**src/rtl/cpu_pkg.sv**
```systemverilog
// Shared CPU definitions: datapath width, reset PC, NOP encoding and the
// fetch-queue payload layout.
package cpu_pkg;

  localparam int unsigned WORD_W = 32;

  localparam logic [WORD_W-1:0] RESET_PC  = 32'h0040_001c;
  localparam logic [WORD_W-1:0] NOP_INSTR = 32'h0000_0000;

  typedef struct packed {
    logic [WORD_W-1:0] pc;
    logic [WORD_W-1:0] instr;
  } fetch_entry_t;

endpackage

```
**src/rtl/fetch_queue_mem.sv**
```systemverilog
// Storage for fetch_queue: DEPTH x fetch_entry_t register array.
// Ports: clk, we/waddr/wdata (synchronous write), raddr/rdata
// (asynchronous read). No reset; the owner masks stale contents.
module fetch_queue_mem
  import cpu_pkg::*;
#(
  parameter int unsigned DEPTH  = 2,
  parameter int unsigned PTR_W  = $clog2(DEPTH)
) (
  input  logic             clk,
  input  logic             we,
  input  logic [PTR_W-1:0] waddr,
  input  fetch_entry_t     wdata,
  input  logic [PTR_W-1:0] raddr,
  output fetch_entry_t     rdata
);

  fetch_entry_t mem [DEPTH];

  // Single write port.
  always_ff @(posedge clk) begin
    if (we) mem[waddr] <= wdata;
  end

  // Asynchronous read of the addressed entry.
  assign rdata = mem[raddr];

endmodule

```
**src/rtl/fetch_queue.sv**
```systemverilog
// Instruction fetch queue between the PC stage and decode.
// Ports:
//   clk, rst_n            clock, synchronous active-low reset
//   in_valid/in_pc/in_instr  fetched entry from the PC stage
//   flush                 taken branch: drop queued and incoming entries
//   steve                 PC stage may advance (queue not full)
//   out_valid/out_pc/out_instr/out_ready  head entry handshake to decode
//   count                 number of buffered entries
//   misalign              sticky flag: an accepted PC was not word aligned
module fetch_queue
  import cpu_pkg::*;
#(
  parameter int unsigned DEPTH = 2
) (
  input  logic                       clk,
  input  logic                       rst_n,
  input  logic                       in_valid,
  input  logic [WORD_W-1:0]          in_pc,
  input  logic [WORD_W-1:0]          in_instr,
  input  logic                       flush,
  output logic                       steve,
  output logic                       out_valid,
  output logic [WORD_W-1:0]          out_pc,
  output logic [WORD_W-1:0]          out_instr,
  input  logic                       out_ready,
  output logic [$clog2(DEPTH):0]     count,
  output logic                       misalign
);

  localparam int unsigned PTR_W = $clog2(DEPTH);
  localparam int unsigned CNT_W = PTR_W + 1;

  logic [PTR_W-1:0] wr_ptr;
  logic [PTR_W-1:0] rd_ptr;
  logic [CNT_W-1:0] cnt_q;
  logic             misalign_q;
  logic             push;
  logic             pop;
  fetch_entry_t     wr_entry;
  fetch_entry_t     head;

  // Handshake qualifiers; flush suppresses both sides.
  assign push = in_valid && steve && !flush;
  assign pop  = out_valid && out_ready && !flush;

  assign wr_entry = '{pc: in_pc, instr: in_instr};

  fetch_queue_mem #(
    .DEPTH (DEPTH),
    .PTR_W (PTR_W)
  ) u_mem (
    .clk   (clk),
    .we    (push),
    .waddr (wr_ptr),
    .wdata (wr_entry),
    .raddr (rd_ptr),
    .rdata (head)
  );

  // Pointer and occupancy tracking; count is kept apart from the pointers so
  // full and empty are distinguishable.
  always_ff @(posedge clk) begin
    if (!rst_n || flush) begin
      wr_ptr <= '0;
      rd_ptr <= '0;
      cnt_q  <= '0;
    end else begin
      if (push) wr_ptr <= wr_ptr + PTR_W'(1);
      if (pop)  rd_ptr <= rd_ptr + PTR_W'(1);
      case ({push, pop})
        2'b10:   cnt_q <= cnt_q + CNT_W'(1);
        2'b01:   cnt_q <= cnt_q - CNT_W'(1);
        default: cnt_q <= cnt_q;
      endcase
    end
  end

  // Sticky misalignment flag; only reset clears it.
  always_ff @(posedge clk) begin
    if (!rst_n) begin
      misalign_q <= 1'b0;
    end else if (push && (in_pc[1:0] != 2'b00)) begin
      misalign_q <= 1'b1;
    end
  end

  // All outputs derive from registered state only; head masked when empty.
  assign count     = cnt_q;
  assign misalign  = misalign_q;
  assign steve     = (cnt_q < CNT_W'(DEPTH));
  assign out_valid = (cnt_q != '0);
  assign out_pc    = out_valid ? head.pc    : '0;
  assign out_instr = out_valid ? head.instr : NOP_INSTR;

endmodule
```
**config.mk**
```make
export PLATFORM = sky130hd
export DESIGN_NAME = fetch_queue
export DESIGN_NICKNAME = d
export VERILOG_FILES = /design/src/rtl/cpu_pkg.sv /design/src/rtl/fetch_queue_mem.sv /design/src/rtl/fetch_queue.sv
export SDC_FILE = /design/constraint.sdc
export NUM_CORES = 1
export LEC_CHECK = 0
export ABC_AREA = 1
export CORE_ASPECT_RATIO = 1.25
export CORE_UTILIZATION = 53
export DETAILED_ROUTE_END_ITERATION = 8
export HOLD_SLACK_MARGIN = 0.03
export PLACE_DENSITY_LB_ADDON = 0.15
export SETUP_SLACK_MARGIN = 0.2
export SKIP_LAST_GASP = 1
export SYNTH_ARGS = -nofsm -noshare
export SYNTH_HDL_FRONTEND = slang
export SYNTH_HIERARCHICAL = 1
export SYNTH_SLANG_ARGS = --single-unit
```
**constraint.sdc**
```tcl
create_clock -name clk -period 11.2 [get_ports clk]
set_clock_uncertainty 0.2 [all_clocks]
set_input_delay 2.8 -clock clk [delete_from_list [all_inputs] [get_ports clk]]
set_output_delay 2.8 -clock clk [all_outputs]
set_load 0.005 [all_outputs]
```
==> metrics <==
row count=just over 40; Initial Utilization=54.7%; vias=3795; Slew HR=between 20% and 30%; core area=10100 sq um; status=complete, no violations; LEAKAGE=0.00315 uW; Synth Net Count=between 500 and 600; Mapped Cells=516; Setup Buffers After CTS=0; post-CTS resize count=0; antenna violations before repair=0; Setup crit start kind=flip-flop; Total Routed Length=10.6 mm; final instance area=7520 sq um; layout cell share with drive strength beyond 1=5.98%; Final Wtd Congestion=about 0.73; Critical Path AT=2.53 ns; Netlist Area Pre-Place=5530 sq um; RSZ-0062 raised after global routing=false; met3 usage=5.08%; total track usage=20.6%; vias per cell=4.76; Root Buffer=clkbuf_16; hold buffer count at CTS=0; routed wire length per instance=13.2 microns; drt pass-1 iters=4; Final Critical Period=5.53 ns; Antenna Cells=0; Worst Setup Path Type=flip-flop to primary output; GR Util met2=a little over a third; Total Die Area=10800 sq um; final hold violations=0; worst ir drop on vdd=0.140 mV; GR peak layer=met2; Inserted Clock Buffers=17; Reg clk slew, reported paths=0.06 ns; largest net degree at the start of global routing=67; port bufs=137; first-pass GRT wire length=16.5 mm; Synth Warn #=6; power density cells=160 nW/um^2; DRC violations left=0; Worst-Skew Late Latency=about 0.4 ns; critical path data required time=8.20 ns; DP Area=6910 sq um; post-synthesis sequential area ratio=71.3%; vias in the first global route=3604; Die Width=93.4 microns; Area Growth Syn to Fin=36.1%; Min Hold Slack=approximately 0.25 ns; Max Cap Viol=0; Overall Power=1200 uW; Worst Tran Pin Value=1.11 ns; CP Capture Type=primary output; synth unique cells=17; Sink Count=133; Nets=726; setup violators final=0; #FFs+latches synth=133; H-tree levels=4; Crit Path Max Fanout=64; Top-Level Pins=~140; TNS Setup=0 ns; DIE HEIGHT=116 microns; class of the tightest hold or removal check=flip-flop to flip-flop; starting DRC count in detailed routing=245; global route total overflow=0; Max Buffers Root-to-Sink=2; Tcrit/Tclk final=49.3%; Slew Viols, Final=0; Routed Antenna Nets=0; GR Util met1=23.9%; post-DP HPWL=~6.4 mm; CTS tree=done; Max Clk Rate=181 MHz; Avg Inst Size Synth=between 10 and 15 sq um
[metrics by stage]
stage	util [%]	setup slack, ns	std cells
after floorplan	-	4.67	516
after detailed placement	68.4	5.78	766
final	74.5	5.67	798
after global routing	74.5	5.43	798
after CTS	74.5	5.67	798
after global placement	68.4	5.87	766
[critical path, stage by stage, from the launching register on]
cell and delay (ns):
dfxtp_2 0.32, inv_2 0.79, nand2_1 0.20, nand2_1 0.14
inv_1 0.05, nor2_1 0.09, clkdlybuf4s50_1 0.51
[registers in the layout (all words and copies together), names as in the netlist]
name / cells
u_mem/mem: 128
count: 2
misalign: 1
rd_ptr: 1
wr_ptr: 1
[layer usage]
| layer | up-vias | wire (microns) |
|---|---|---|
| met1 | 1751 | 4260 |
| li1 | 1889 | - |
| met4 | 0 | 250 |
| met3 | 23 | 558 |
| met5 | - | 0 |
| met2 | 132 | 5490 |
[Yosys cell counts]
cell type / instances / share of area, %
nor3_1: 1 / 0.090
nor2_1: 76 / 5.2
clkbuf_8: 6 / 1.5
buf_2: 6 / 0.54
edfxtp_1: 128 / 70
or2_2: 1 / 0.11
nand2_1: 203 / 14
ha_1: 1 / 0.23
nand3_1: 1 / 0.090
dfxtp_1: 5 / 1.8
inv_1: 75 / 5.1
buf_4: 1 / 0.14
a21oi_1: 2 / 0.18
buf_6: 7 / 1.4
inv_2: 1 / 0.068
nand4_1: 1 / 0.11
xor2_1: 1 / 0.16
[where the power goes]
part	switching [uW]	internal, uW	leakage, uW
combinational	35.9	42.0	0.00165
sequential	3.76	561	0.00122
clock	191	370	0.000289
total	230	974	0.00315
[cell usage in the layout (no fill, tap or decap)]
cell type        instances
a21oi_1                  2
buf_4                    4
bufinv_16                4
clkbuf_1                 1
clkbuf_16               17
clkdlybuf4s50_1        137
clkinv_1                 1
clkinv_2                 3
clkinv_4                 2
clkinvlp_4               4
dfxtp_1                  4
dfxtp_2                  1
edfxtp_1               128
ha_1                     1
inv_1                   74
inv_2                    2
nand2_1                203
nand3_1                  1
nand4_1                  1
nor2_1                  74
nor2_4                   2
nor3_1                   1
or2_2                    1
xor2_1                   1
[area by class of cell]
type | count | area (sq um)
Tap cell | 129 | 161
Timing Repair Buffer | 141 | 1400
Fill cell | 695 | 2580
Clock inverter | 14 | 186
Clock buffer | 18 | 429
Inverter | 76 | 285
Sequential cell | 133 | 3950
Multi-Input combinational cell | 287 | 1120
[cells by family (layout without fill, tap and decap cells)]
family | count (synthesis) | after routing | share of synthesized area [%]
DFF | 133 | 133 | 71.3
AOI/OAI and AO/OA | 2 | 2 | 0.181
xor gates and xnor gates | 1 | 1 | 0.158
buffers and inverters | 96 | 249 | 8.76
adders and majority gates | 1 | 1 | 0.226
and+or+nand+nor | 283 | 283 | 19.3
[worst paths after layout]
path / from / to / slack [ns] / cells after the start
worst max-delay path: rd_ptr$_SDFFE_PP0P_ / out_instr[23] / 5.67 / 6
worst min-delay path: misalign$_SDFFE_PN0P_ / misalign$_SDFFE_PN0P_ / 0.25 / 2
worst max register to register: count[1]$_SDFFE_PP0P_ / u_mem/mem[1][36]$_DFFE_PP_ / 8.78 / 4
worst min register to register: misalign$_SDFFE_PN0P_ / misalign$_SDFFE_PN0P_ / 0.25 / 2
Note: power is estimated with default switching activity, not from simulation.
